===== config.mk =====
export PLATFORM = sky130hd
export DESIGN_NAME = prn_arbiter
export DESIGN_NICKNAME = d
export VERILOG_FILES = /design/src/rtl/prn_pkg.sv /design/src/rtl/prn_arbiter_lfsr8_core.sv /design/src/rtl/prn_arbiter.sv
export SDC_FILE = /design/constraint.sdc
export NUM_CORES = 1
export LEC_CHECK = 0
export CAP_MARGIN = 20
export CORE_UTILIZATION = 38
export CTS_CLUSTER_DIAMETER = 40
export DETAILED_ROUTE_END_ITERATION = 8
export PLACE_DENSITY_LB_ADDON = 0.2
export SYNTH_ARGS = -nofsm -noshare
export SYNTH_HDL_FRONTEND = slang
export SYNTH_SLANG_ARGS = --single-unit
export TNS_END_PERCENT = 1

===== constraint.sdc =====
create_clock -name clk -period 2.4 [get_ports clk]
set_clock_uncertainty 0.1 [all_clocks]
set_input_delay 0.48 -clock clk [delete_from_list [all_inputs] [get_ports clk]]
set_output_delay 0.48 -clock clk [all_outputs]
set_load 0.005 [all_outputs]

===== src/rtl/prn_pkg.sv =====
// prn_pkg: shared types, constants and LFSR step function for the PRN arbiter slice.
package prn_pkg;
    typedef enum logic [0:0] {WARM = 1'b0, READY = 1'b1} state_e;
    localparam logic [7:0] TAPS_MAX8      = 8'hB8;
    localparam logic [7:0] DEFAULT_SEED_C = 8'h01;
    function automatic logic [7:0] lfsr_step(input logic [7:0] q, input logic [7:0] taps);
        return {q[6:0], ^(q & taps)};
    endfunction
endpackage


===== src/rtl/prn_arbiter_lfsr8_core.sv =====
// lfsr8_core: 8-bit Fibonacci LFSR register with load (priority) and step controls.
module lfsr8_core import prn_pkg::*; #(
    parameter logic [7:0] TAPS    = TAPS_MAX8,
    parameter logic [7:0] RST_VAL = DEFAULT_SEED_C
) (
    input  logic       clk,
    input  logic       rst_,
    input  logic       load,
    input  logic [7:0] load_val,
    input  logic       step,
    output logic [7:0] q
);
    logic [7:0] q_q, q_d;
    always_comb q_d = load ? load_val : step ? lfsr_step(q_q, TAPS) : q_q;
    always_ff @(posedge clk or negedge rst_) begin
        if (!rst_) q_q <= RST_VAL;
        else       q_q <= q_d;
    end
    assign q = q_q;
endmodule


===== src/rtl/prn_arbiter.sv =====
// prn_arbiter: shares one LFSR among NREQ requesters round-robin, with seeding, warm-up and lockup recovery.
module prn_arbiter import prn_pkg::*; #(
    parameter int         NREQ         = 4,
    parameter logic [7:0] TAPS         = TAPS_MAX8,
    parameter logic [7:0] DEFAULT_SEED = DEFAULT_SEED_C,
    parameter int         WARMUP       = 4
) (
    input  logic            clk,
    input  logic            rst_,
    input  logic            seed_valid,
    input  logic [7:0]      seed_data,
    output logic            seed_ready,
    input  logic [NREQ-1:0] req,
    output logic [NREQ-1:0] gnt,
    output logic [7:0]      rnd_data,
    output logic            busy,
    output logic            stuck_err
);
    localparam int WW = (WARMUP > 0) ? $clog2(WARMUP + 1) : 1;
    localparam int PW = $clog2(NREQ);
    state_e          state_q, state_d;
    logic [WW-1:0]   wcnt_q, wcnt_d;
    logic [PW-1:0]   rr_ptr_q, rr_ptr_d, win, cand;
    logic [NREQ-1:0] gnt_q, gnt_d;
    logic [7:0]      rnd_q, rnd_d, lfsr, load_val;
    logic            stuck_q, stuck_d, lock, warm, seed_hs, grant, load, step;

    lfsr8_core #(.TAPS(TAPS), .RST_VAL(DEFAULT_SEED)) u_lfsr (
        .clk(clk), .rst_(rst_), .load(load), .load_val(load_val), .step(step), .q(lfsr)
    );

    // Scan downward so the last hit is the one closest to rr_ptr.
    always_comb begin
        win  = '0;
        cand = '0;
        for (int i = NREQ - 1; i >= 0; i--) begin
            cand = PW'((int'(rr_ptr_q) + i) % NREQ);
            if (req[cand]) win = cand;
        end
    end

    always_comb begin
        lock     = (lfsr == 8'h00);
        warm     = (state_q == WARM);
        seed_hs  = !warm && seed_valid;
        grant    = !warm && !seed_valid && (|req) && !lock;
        load     = lock || seed_hs;
        load_val = (lock || seed_data == 8'h00) ? DEFAULT_SEED : seed_data;
        step     = !lock && ((warm && wcnt_q != '0) || grant);
        state_d  = lock ? state_q : seed_hs ? WARM : (warm && wcnt_q == '0) ? READY : state_q;
        wcnt_d   = lock ? wcnt_q : seed_hs ? WW'(WARMUP) : (warm && wcnt_q != '0) ? wcnt_q - WW'(1) : wcnt_q;
        stuck_d  = lock || (seed_hs && seed_data == 8'h00);
        gnt_d    = grant ? NREQ'(1) << win : '0;
        rnd_d    = grant ? lfsr : rnd_q;
        rr_ptr_d = !grant ? rr_ptr_q : (win == PW'(NREQ - 1)) ? '0 : win + PW'(1);
    end

    always_ff @(posedge clk or negedge rst_) begin
        if (!rst_) begin
            state_q  <= WARM;
            wcnt_q   <= WW'(WARMUP);
            rr_ptr_q <= '0;
            gnt_q    <= '0;
            rnd_q    <= 8'h00;
            stuck_q  <= 1'b0;
        end else begin
            state_q  <= state_d;
            wcnt_q   <= wcnt_d;
            rr_ptr_q <= rr_ptr_d;
            gnt_q    <= gnt_d;
            rnd_q    <= rnd_d;
            stuck_q  <= stuck_d;
        end
    end

    assign gnt        = gnt_q;
    assign rnd_data   = rnd_q;
    assign stuck_err  = stuck_q;
    assign busy       = (state_q == WARM);
    assign seed_ready = (state_q == READY);
endmodule


==> out/metrics.cfg <==
[detailed_routing]
drt_drc_violations_left = 0
vias = 1057
wire_per_inst_um = 13.6
antenna_left = 0
firstDrtPassIters = 4
routed_via_density = 4.96
drt-initial-drc-count = 26
drt-total-wl_um = 2890

[floorplan]
pin_count = 30
die_area_sq_mm = 0.00408
initial_core_util_pct = 39.8
die_h_um = 63.9
design.core.area_sq_mm = 0.00366
fp.dieW_um = 63.9
std_cell_rows = 22

[grt]
overflow = 0
grt_usage_pct = 16.0
grt_max_degree = 28
antenna_found_initial = 0
grt_first_pass_wirelength_um = 4990
grt_pass1_vias = 1091

[clocking]
cts_setup_buffers = 0
cts_buffers = 3
clkTransAtPathRegs_ns = 0.09
clock-sinks = 27
cts_tree = done
worstSkewPairLatency_ns = 0.28
ctsHoldBuffers = 0
cts-root-buf = clkbuf_8
cts.path.max_buffers = 2
cts_resized = 0
htree_levels = 1

[setup_path]
required_ns = 2.47
worstSetupPathType = input pin to flop
cp_max_fo = 5
arrival_ns = 2.12
crit_path_start_kind = input pin
crit_path_end_kind = flop

[timing]
hold_viol = 0
slew_viol_final = 0
fin_setup_tns_ns = 0
slew_headroom_pct = 74.1
fin_ws_ns = 0.355
min_period_ns = 2.05
rsz0062_at_grt = no
fmax_mhz = 489
worstMarginPinSlew_ns = 0.386
setup_viol = 0
finalCritPeriodShare_pct = 85.2

[yosys]
ys.flop_type = dfrtp_1
synth.avg_cell_area_sq_um = 11.1
ys_seq_area_share_pct = 46.6
ys_seq_elements = 27
postSynthCellCount = 131
syn_nets = 153
ys_async_sr_fraction_pct = 100
yosysUniqueCellTypes = 34
synth_edf_count = 0
synth_area_sq_mm = 0.00146
ys_warn_count = 0

[placed_design]
gp_congestion = 0.781
place_ws_ns = 0.0441
post-dp-hpwl_um = 2190
port_buffers = 29

[power]
p_switching_w = 0.000759
power_frac_comb_pct = 46.1
power_frac_seq_pct = 41.4
swShare_pct = 35.8
power.leakage_nw = 0.827
p_clk_share_pct = 12.6
max-vdd-ir-drop_uv = 640
power.density_mw_per_mm2 = 1140
p_int_w = 0.00136

[job]
maxCapViolCount = 0

[finish]
final_nets = 188
diodes = 0
drive_above_1_share_pct = 18.2
nFillCells = 344
area_growth_pct = 28.0

[status]
outcome = finished clean

[worst_hold_path]
worstHoldPathType = flop to flop

-- area by class of cell --
| cell class | instances | area (sq um) | area share (%) |
|---|---|---|---|
| sequential | 27 | 678 | 36.4 |
| inverter | 8 | 30.0 | 1.61 |
| clock buffer | 3 | 41.3 | 2.21 |
| tap | 48 | 60.1 | 3.22 |
| multi-input combinational | 92 | 719 | 38.6 |
| clock inverter | 1 | 7.51 | 0.403 |
| timing repair buffer | 34 | 328 | 17.6 |
-- worst paths after layout --
check                      cells past startpoint   startpoint          end  slack, ns
setup / recovery                               6       req[0]  rr_ptr_q[1]       0.35
max in group asynchronous                      2         rst_    wcnt_q[2]       1.44
hold reg to reg                                1    wcnt_q[0]    wcnt_q[0]       0.39
hold / removal                                 1    wcnt_q[0]    wcnt_q[0]       0.39
min in group asynchronous                      2         rst_  u_lfsr.q[3]       0.46
setup reg to reg                               6  u_lfsr.q[4]  u_lfsr.q[3]       0.38
-- flip-flops by register name, indices dropped and copies added (netlist names) --
signal	cells
rnd_data	8
u_lfsr.q	8
gnt	4
wcnt_q	3
rr_ptr_q	2
seed_ready	1
stuck_err	1
-- cell families (layout without fill, tap and decap cells) --
logic type | Yosys count | in the layout | share of synthesized area [%]
xor+xnor | 2 | 2 | 1.20
fa+ha+maj | 7 | 7 | 6.01
flops | 27 | 27 | 46.6
mux | 17 | 17 | 12.7
buf+inv | 12 | 46 | 4.04
compound gates | 25 | 25 | 12.2
simple gates | 41 | 41 | 17.3
-- critical path: stages --
cell             delay [ns]
clkdlybuf4s50_1        0.51
mux2i_1                0.18
nor2_1                 0.06
nor3_1                 0.35
ha_1                   0.29
mux2_2                 0.26
-- layer usage --
metal	track usage [%]	vias to the layer above	share of wire [%]
li1	-	524	-
met1	20.6	511	46
met2	27.3	18	50
met3	2.86	4	2.7
met4	4.26	0	1.3
met5	0	-	0
-- Yosys cell counts (2+ instances only) --
library cell	instances	area [sq um]
ha_1	7	87.6
inv_1	8	30.0
and2_1	7	43.8
buf_2	2	10.0
mux2_2	12	135
nor4_1	2	12.5
mux2i_1	5	50.1
o21ai_0	6	30.0
nand2_2	2	12.5
dfstp_2	2	52.6
nand2_1	14	52.6
nand2b_1	2	12.5
a21o_1	3	22.5
a21oi_1	6	30.0
nor3b_2	2	25.0
nor2_1	3	11.3
nor3_1	3	15.0
o31ai_1	4	30.0
dfrtp_1	25	626
nor4_4	2	42.5
-- through the flow --
step	instance area, sq um	hold slack (ns)	total power (W)	util (%)	instances
after floorplan	1460	0.0844	0.00148	-	131
after CTS	1860	0.396	0.00215	50.9	213
after global routing	1860	0.447	0.00231	50.9	213
after global placement	1820	0.382	0.00184	49.6	209
final	1860	0.388	0.00212	50.9	213
after detailed placement	1820	0.380	0.00187	49.6	209
-- power by group through the flow --
| stage | registers (W) | clock network (W) | logic [W] |
|---|---|---|---|
| 6_report | 0.000877 | 0.000266 | 0.000977 |
| 5_1_grt | 0.000915 | 0.000300 | 0.00109 |
| 4_1_cts | 0.000883 | 0.000279 | 0.000992 |
| 3_5_place_dp | 0.000889 | 0 | 0.000983 |
| 3_3_place_gp | 0.000879 | 0 | 0.000962 |
| 2_1_floorplan | 0.000826 | 0 | 0.000650 |
-- cell usage in the layout (no fill, tap or decap) --
cell             count
a211oi_4             1
a21o_1               3
a21oi_1              6
a221o_1              1
a2bb2oi_1            1
and2_1               7
and3_1               1
buf_4                5
clkbuf_8             3
clkdlybuf4s50_1     29
clkinvlp_4           1
dfrtp_1             25
dfstp_2              2
ha_1                 7
inv_1                8
mux2_2              12
mux2i_1              5
nand2_1             14
nand2_2              2
nand2b_1             2
nand3_1              1
nor2_1               3
nor2b_1              1
nor3_1               3
nor3b_2              2
nor4_1               2
nor4_4               2
o21a_1               1
o21ai_0              6
o22a_1               1
o31ai_1              4
o32a_1               1
or3_1                1
xnor2_1              1
xor2_1               1
(Power assumes the default switching activity.)
